[config.mk]
export PLATFORM = sky130hd
export DESIGN_NAME = ps2_kbd_cmd_sequencer
export DESIGN_NICKNAME = d
export VERILOG_FILES = /design/src/rtl/ps2_kbd_cmd_sequencer.sv
export SDC_FILE = /design/constraint.sdc
export NUM_CORES = 1
export LEC_CHECK = 0
export ABC_AREA = 1
export CAP_MARGIN = 20
export CORE_MARGIN = 8
export CORE_UTILIZATION = 45
export CTS_BUF_LIST = sky130_fd_sc_hd__clkbuf_16
export DETAILED_ROUTE_END_ITERATION = 12
export DONT_BUFFER_PORTS = 1
export GPL_TIMING_DRIVEN = 1
export PLACE_DENSITY = 0.64
export SYNTH_ARGS = -nofsm -noshare
export SYNTH_HDL_FRONTEND = slang
export SYNTH_SLANG_ARGS = --single-unit
[constraint.sdc]
create_clock -name clk -period 2.1 [get_ports clk]
set_clock_uncertainty 0.1 [all_clocks]
set_input_delay 0.315 -clock clk [delete_from_list [all_inputs] [get_ports clk]]
set_output_delay 0.315 -clock clk [all_outputs]
set_load 0.1 [all_outputs]
[src/rtl/ps2_kbd_cmd_sequencer.sv]
// Host-side PS/2 keyboard sequencer: reset/BAT handshake, LED updates with
// resend/timeout retries, and scancode forwarding outside protocol replies.
module ps2_kbd_cmd_sequencer #(
    parameter int unsigned TIMEOUT_CYCLES = 2_000_000,
    parameter int unsigned MAX_RETRY      = 3
) (
    input  logic       clk,
    input  logic       rst_n,
    input  logic       reinit,
    input  logic       led_update,
    input  logic [2:0] led_state,
    output logic [7:0] tx_data,
    output logic       tx_start,
    input  logic       tx_busy,
    input  logic [7:0] rx_data,
    input  logic       rx_valid,
    output logic [7:0] scan_data,
    output logic       scan_valid,
    output logic       kb_ready,
    output logic       kb_busy,
    output logic       kb_error
);

    localparam int unsigned TOW = (TIMEOUT_CYCLES > 1) ? $clog2(TIMEOUT_CYCLES) : 1;
    localparam int unsigned RW  = (MAX_RETRY > 0) ? $clog2(MAX_RETRY + 1) : 1;
    localparam logic [TOW-1:0] TO_LAST    = TOW'(TIMEOUT_CYCLES - 1);
    localparam logic [RW-1:0]  RETRY_LAST = RW'(MAX_RETRY);

    localparam logic [7:0] B_RESET = 8'hFF;
    localparam logic [7:0] B_LED   = 8'hED;
    localparam logic [7:0] B_ACK   = 8'hFA;
    localparam logic [7:0] B_RSND  = 8'hFE;
    localparam logic [7:0] B_BATOK = 8'hAA;

    typedef enum logic [3:0] {
        RST_SEND,
        RST_ACK,
        BAT_WAIT,
        IDLE,
        LED_CMD,
        LED_CMD_ACK,
        LED_ARG,
        LED_ARG_ACK,
        ERROR
    } state_e;

    state_e          state_q, state_d;
    logic [7:0]      tx_data_q, tx_data_d;
    logic            tx_start_q, tx_start_d;
    logic [7:0]      scan_data_q, scan_data_d;
    logic            scan_valid_q, scan_valid_d;
    logic            kb_ready_q, kb_busy_q, kb_error_q;
    logic [RW-1:0]   retry_q, retry_d;
    logic [TOW-1:0]  to_q, to_d;
    logic            pend_q, pend_d;
    logic [2:0]      led_q, led_d;

    logic            waiting, to_hit, is_ack, is_rsnd;
    logic            fwd, rsnd;
    state_e          rsnd_st;

    assign waiting = (state_q == RST_ACK) || (state_q == BAT_WAIT) ||
                     (state_q == LED_CMD_ACK) || (state_q == LED_ARG_ACK);
    assign to_hit  = waiting && (to_q == TO_LAST);
    assign is_ack  = (rx_data == B_ACK);
    assign is_rsnd = (rx_data == B_RSND);

    always_comb begin
        state_d      = state_q;
        tx_data_d    = tx_data_q;
        tx_start_d   = 1'b0;
        scan_data_d  = scan_data_q;
        scan_valid_d = 1'b0;
        retry_d      = retry_q;
        to_d         = to_q;
        pend_d       = pend_q;
        led_d        = led_q;
        fwd          = 1'b0;
        rsnd         = 1'b0;
        rsnd_st      = state_q;

        if (waiting && !to_hit)
            to_d = to_q + 1'b1;

        unique case (state_q)
            RST_SEND: begin
                if (!tx_busy) begin
                    tx_start_d = 1'b1;
                    tx_data_d  = B_RESET;
                    to_d       = '0;
                    state_d    = RST_ACK;
                end
            end
            RST_ACK: begin
                if (rx_valid) begin
                    if (is_ack) begin
                        state_d = BAT_WAIT;
                        to_d    = '0;
                    end else if (is_rsnd) begin
                        rsnd    = 1'b1;
                        rsnd_st = RST_SEND;
                    end
                end else if (to_hit) begin
                    rsnd    = 1'b1;
                    rsnd_st = RST_SEND;
                end
            end
            BAT_WAIT: begin
                if (rx_valid) begin
                    if (rx_data == B_BATOK)
                        state_d = IDLE;
                    else if (rx_data == 8'hFC || rx_data == 8'hFD)
                        state_d = ERROR;
                end else if (to_hit) begin
                    state_d = ERROR;
                end
            end
            IDLE: begin
                fwd     = rx_valid;
                retry_d = '0;
                if (pend_q)
                    state_d = LED_CMD;
            end
            LED_CMD: begin
                fwd = rx_valid && !is_ack && !is_rsnd;
                if (!tx_busy) begin
                    tx_start_d = 1'b1;
                    tx_data_d  = B_LED;
                    to_d       = '0;
                    pend_d     = 1'b0;
                    state_d    = LED_CMD_ACK;
                end
            end
            LED_CMD_ACK: begin
                if (rx_valid) begin
                    if (is_ack) begin
                        retry_d = '0;
                        state_d = LED_ARG;
                    end else if (is_rsnd) begin
                        rsnd    = 1'b1;
                        rsnd_st = LED_CMD;
                    end else begin
                        fwd = 1'b1;
                    end
                end else if (to_hit) begin
                    rsnd    = 1'b1;
                    rsnd_st = LED_CMD;
                end
            end
            LED_ARG: begin
                fwd = rx_valid && !is_ack && !is_rsnd;
                if (!tx_busy) begin
                    tx_start_d = 1'b1;
                    tx_data_d  = {5'b0, led_q};
                    to_d       = '0;
                    state_d    = LED_ARG_ACK;
                end
            end
            LED_ARG_ACK: begin
                if (rx_valid) begin
                    if (is_ack) begin
                        state_d = IDLE;
                    end else if (is_rsnd) begin
                        rsnd    = 1'b1;
                        rsnd_st = LED_ARG;
                    end else begin
                        fwd = 1'b1;
                    end
                end else if (to_hit) begin
                    rsnd    = 1'b1;
                    rsnd_st = LED_ARG;
                end
            end
            ERROR: begin
                state_d = ERROR;
            end
            default: state_d = RST_SEND;
        endcase

        // A resend request with the budget already spent gives up.
        if (rsnd) begin
            if (retry_q == RETRY_LAST) begin
                state_d = ERROR;
            end else begin
                retry_d = retry_q + 1'b1;
                state_d = rsnd_st;
            end
        end

        if (fwd) begin
            scan_valid_d = 1'b1;
            scan_data_d  = rx_data;
        end

        if (led_update) begin
            pend_d = 1'b1;
            led_d  = led_state;
        end

        if (reinit) begin
            state_d      = RST_SEND;
            tx_start_d   = 1'b0;
            tx_data_d    = tx_data_q;
            scan_valid_d = 1'b0;
            scan_data_d  = scan_data_q;
            retry_d      = '0;
            to_d         = '0;
        end
    end

    always_ff @(posedge clk or negedge rst_n) begin
        if (!rst_n) begin
            state_q      <= RST_SEND;
            tx_data_q    <= 8'h00;
            tx_start_q   <= 1'b0;
            scan_data_q  <= 8'h00;
            scan_valid_q <= 1'b0;
            kb_ready_q   <= 1'b0;
            kb_busy_q    <= 1'b1;
            kb_error_q   <= 1'b0;
            retry_q      <= '0;
            to_q         <= '0;
            pend_q       <= 1'b0;
            led_q        <= 3'b000;
        end else begin
            state_q      <= state_d;
            tx_data_q    <= tx_data_d;
            tx_start_q   <= tx_start_d;
            scan_data_q  <= scan_data_d;
            scan_valid_q <= scan_valid_d;
            kb_ready_q   <= (state_d == IDLE);
            kb_busy_q    <= (state_d != IDLE) && (state_d != ERROR);
            kb_error_q   <= (state_d == ERROR);
            retry_q      <= retry_d;
            to_q         <= to_d;
            pend_q       <= pend_d;
            led_q        <= led_d;
        end
    end

    assign tx_data    = tx_data_q;
    assign tx_start   = tx_start_q;
    assign scan_data  = scan_data_q;
    assign scan_valid = scan_valid_q;
    assign kb_ready   = kb_ready_q;
    assign kb_busy    = kb_busy_q;
    assign kb_error   = kb_error_q;

endmodule

# Yosys cells after proc, flatten, opt, wreduce, memory -nomap -nowiden

Cells that the tools add are included.

Flip-flop bits (word level): 52
Input bits: 17
Output and inout bits: 21
Logic and storage cells: 124

Add/subtract/negate cells: 2
Eq/ne operators: 23
Muxes and demuxes: 64
Bitwise logic cells: 1
Reductions and logical operators: 22

Operators with widths:

| operator                | count |
|---|---|
| $mux W4                 | 29 |
| $mux W21                | 5 |
| $pmux W21 S2            | 1 |
| $eq A8 B8 Y1 const B    | 5 |
| $pmux W4 S9             | 1 |
| $mux W8                 | 3 |
| $pmux W8 S3             | 1 |
| $add A21 B1 Y21 const B | 1 |
| $eq A21 B21 Y1 const B  | 1 |
| $eq A4 B3 Y1 const B    | 4 |
| $mux W1                 | 16 |
| $eq A4 B2 Y1 const B    | 3 |
| $pmux W4 S3             | 1 |
| $mux W2                 | 5 |
| $eq A4 B4 Y1 const B    | 2 |
| $ne A2 B2 Y1 const B    | 4 |
| $reduce_or A3 Y1        | 2 |
| $logic_and A1 B1 Y1     | 5 |
| $reduce_and A5 Y1       | 1 |
| $eq A4 B1 Y1 const B    | 1 |
| $logic_not A4 Y1        | 1 |
| $logic_or A1 B1 Y1      | 4 |
| $ne A4 B2 Y1 const B    | 1 |
| $ne A4 B4 Y1 const B    | 1 |
| 10 further kinds        | 14 |

# Longest topological paths before layout

Depth in word-level cells: 13
Gate-level depth with buffers: 14
Depth with buffers taken out: 14

# Worst setup path before layout

Ideal clock, no wire load.

Kind: register to register
Start point: register to_q[0]
End point: register to_q[2]
Setup time: 118 ps
Arrival: 1643 ps
Data required time: 1882 ps
Slack: 239 ps
Stages on the path, launching flop included: 13
Buffers on the path: 1
Period minus slack after synthesis: 1861 ps
Path through: dfrtp_1 > ha_1 > nand3_1 > inv_2 > nand2_1 > nor2_2 > nand2_2 > nand2_2 > inv_2 > buf_4 > nand2_1 > xor2_1 > nor2_1

Longest elaborated chain between the ends: 9
Elaborated cells on any way between the ends: 11
Those cells by class: 1 x add/sub; 1 x eq/ne; 6 x mux; 3 x reduce/logical

Ends and longest elaborated chain:

| element                                                                 | RTL line | source |
|---|---|---|
| from (decl)                                                             | 54       | `logic [TOW-1:0] to_q, to_d;` |
| from (signal assigned)                                                  | 235      | `to_q <= to_d;` |
| parallel branches: the longest is 4 deep, another holds $add A21 B1 Y21 | --       |  |
| $mux W21 *                                                              | 82       | `if (waiting && !to_hit)` |
| $mux W21                                                                | 96       | `if (is_ack) begin` |
| $mux W21                                                                | 95       | `if (rx_valid) begin` |
| $pmux W21 S2 *                                                          | 85       | `unique case (state_q)` |
| $mux W21 *                                                              | 200      | `if (reinit) begin` |
| named net to_d[2]                                                       | 54       |  |

Mark *: on every way through the listed nets, which the timed path passes.
A chain may end at the register's enable or synchronous reset.

# Worst setup path after layout

Start point: register to_q[0]
End point: register to_q[14]

The elaborated chain is that of the path after synthesis.

==> metrics <==
reg2reg path depth 11; switching share of power 0.266; number of synthesized register bits 49; max capacitance violation total 0; clk sink count between 40 and 50; Inst Count DP between 400 and 500; via count roughly 2500; NetSw roughly 630 uW; Syn Inst Count roughly 400; Hold Path End led_q[0]; drt wl/cell between 10 and 15 um; die height roughly 97 um; clk_lat worst skew 0.29 ns; CTS Buffer Depth 2; clock power share 0.435; hold wc startpoint led_update; number of global-route vias before repair approximately 2500; reg2reg setup slack 0.17 ns; design area ~3400 um^2; worst slew pin tran roughly 0.49 ns; WHS Path Cells 1; worst reg2reg startpoint to_q[0]; Max FO, Critical Path 6; WP data required 2.17 ns; Syn-to-layout area delta 16.7%; crit share post-route 0.919; full die area around 9400 um^2; post-synth top area share 0.408; chip width roughly 97 um; pwr dens approximately 690 nW/um^2; HPWL after detailed placement ~5.0 mm; Internal around 1.8 mW; post-route core utilization 0.542; Non-Filler Instances a little under 500; number of synthesized flops with an enable pin 0; Area after DPL 3170 um^2; CORE AREA about 6300 um^2; status complete, no violations; async set-reset flop share out of synthesis 1.00; fin crit period just under 2 ns; Sequential Power Share 0.418; GPL Wtd Cong approximately 0.84; Post-route DRC 0; # diodes 0; slew margin rel. 0.672; Avg Vias per Cell between 5 and 6; CTS tree built; Initial Util 0.464; Starting DRT DRC Count between 100 and 150; Slew Limit Fails 0; Worst setup EP type register; Nets ~440; Max H-tree Level 2; Tot Pwr between 2 and 2.5 mW; Final Hold Fails 0; register area share after synthesis 0.417; Mean Syn Cell Area around 7.5 um^2; startpoint types register; LEAKAGE approximately 1.7 nW; area leader, netlist dfrtp_1; Peak Freq between 500 and 600 MHz; Std-Cell Rows 29; Total GRT Usage 0.143; ranking of synthesized cells by area dfrtp_1, nand2_1, inv_1; Reg clk slew, reported paths around 0.070 ns; prevailing post-synth register cell dfrtp_1; # fillers around 630; Boundary Pins 38; layout cell share with drive strength beyond 1 0.189; crit path from to_q[0]; Port Buf Inserts 0; CTS buffer count 5; Peak supply drop between 0.0005 and 0.0006 V; pin count of the biggest net entering global routing 50; root buffer cell clkbuf_16; Worst Setup Path Type register to register; setup ws final between 0.15 and 0.2 ns; first-pass GRT wire length about 12 mm; post-synthesis cell area slightly below 3000 um^2; most common cell in the netlist nand2_1; DR pass1 iterations 4; Hold/Removal Path Class input port to register; Yosys warnings 0; routed wire length about 6.5 mm; combinational group share of total power 0.147; Placement Setup Slack about 0.16 ns; syn nets between 400 and 500; Synth cell types 43; CP arrival around 2 ns; initial antenna violation count 0; Routed Antenna Nets 0; Worst R2R End to_q[14]; Post-synth top cells nand2_1, inv_1, dfrtp_1; final setup violation count 0; total global routing overflow 0
[cells in the final DEF (no fill, tap or decap), types with 2 or more instances in the layout]
cell	count
nand3b_1	2
a21oi_1	14
nor2_2	9
clkbuf_16	5
dfrtp_1	47
and3_1	2
bufinv_16	2
nand2_1	100
inv_2	9
nor3_1	11
nand2_2	7
xor2_1	7
o21ai_1	4
nand4_1	6
nand2_4	4
o21ai_2	2
a211oi_1	2
nor3b_1	2
o21ai_0	14
nor2_4	3
nor3_2	3
inv_1	50
dlygate4sd3_1	2
nor2_1	43
nand3_1	23
a2bb2oi_1	2
buf_4	21
[routing by layer]
| layer | GRT usage | share of wire | vias to the layer above |
|---|---|---|---|
| met5 | 0 | 0 | - |
| met2 | 0.254 | 0.51 | 41 |
| met1 | 0.168 | 0.44 | 1193 |
| met3 | 0.0320 | 0.034 | 9 |
| li1 | - | - | 1300 |
| met4 | 0.0402 | 0.016 | 0 |
[metrics by stage]
step / TNS [ns] / hold WS, ns
6_report: 0 / 0.0322
5_1_grt: -0.0107 / 0.0353
4_1_cts: 0 / 0.0269
3_5_place_dp: 0 / -0.0786
3_3_place_gp: 0 / -0.0787
2_1_floorplan: 0 / -0.0806
[worst max-delay path, stage by stage (launching register included)]
cell	delay [ns]
dfrtp_1	0.40
ha_2	0.21
nand3_1	0.13
inv_2	0.07
nand2_1	0.09
nor2_2	0.05
nand2_2	0.12
nand4_2	0.16
nor2_4	0.18
nand3_1	0.11
o21ai_0	0.16
nor2_1	0.05
[how the worst max path moves through the flow]
stage,to,cells past startpoint
floorplan,to_q[2],12
global placement,kb_busy,13
detailed placement,to_q[3],12
CTS,to_q[3],12
global route,kb_busy,13
finish,to_q[14],11
[sequential cells by signal, summed over array words and instances, names as in the netlist]
| signal | count |
|---|---|
| kb_busy | 1 |
| kb_error | 1 |
| pend_q | 1 |
| retry_q | 2 |
| led_q | 3 |
| state_q | 4 |
| to_q | 21 |
| tx_data | 5 |
| kb_ready | 1 |
| scan_data | 8 |
| scan_valid | 1 |
| tx_start | 1 |
[what timing repair did]
action,CTS,global route
setup endpoints to repair,0,10
hold endpoints to repair,51,0
gates resized for setup,0,5
hold buffers,3,0
buffers inserted,0,1
[area by class of cell]
class / count / area, um^2 / area share
Multi-Input combinational cell: 277 / 1470 / 0.426
Sequential cell: 49 / 1230 / 0.358
Inverter: 60 / 228 / 0.0662
Timing Repair Buffer: 25 / 225 / 0.0655
Clock buffer: 5 / 125 / 0.0364
Tap cell: 77 / 96.3 / 0.0280
Clock inverter: 3 / 68.8 / 0.0200
[cell families (layout without fill, tap and decap cells)]
kind of cell,Yosys count,count (layout),share of synthesized area
flip-flops,49,49,0.417
multiplexers,1,1,0.00382
adder cells (fa/ha/maj),2,2,0.00849
XOR/XNOR,8,8,0.0238
AO/OA/AOI/OAI,46,46,0.0960
AND/OR/NAND/NOR,220,220,0.359
buffers and inverters,66,93,0.0921
[power by group through the flow]
stage | combinational (mW) | sequential, mW | clock, mW
after global placement | 0.316 | 1.01 | 0
after floorplan | 0.150 | 1.12 | 0
after global routing | 0.385 | 1.00 | 1.10
after detailed placement | 0.318 | 1.01 | 0
after CTS | 0.350 | 0.997 | 1.07
final | 0.351 | 0.997 | 1.04
Note: power is estimated with default switching activity, not from simulation.
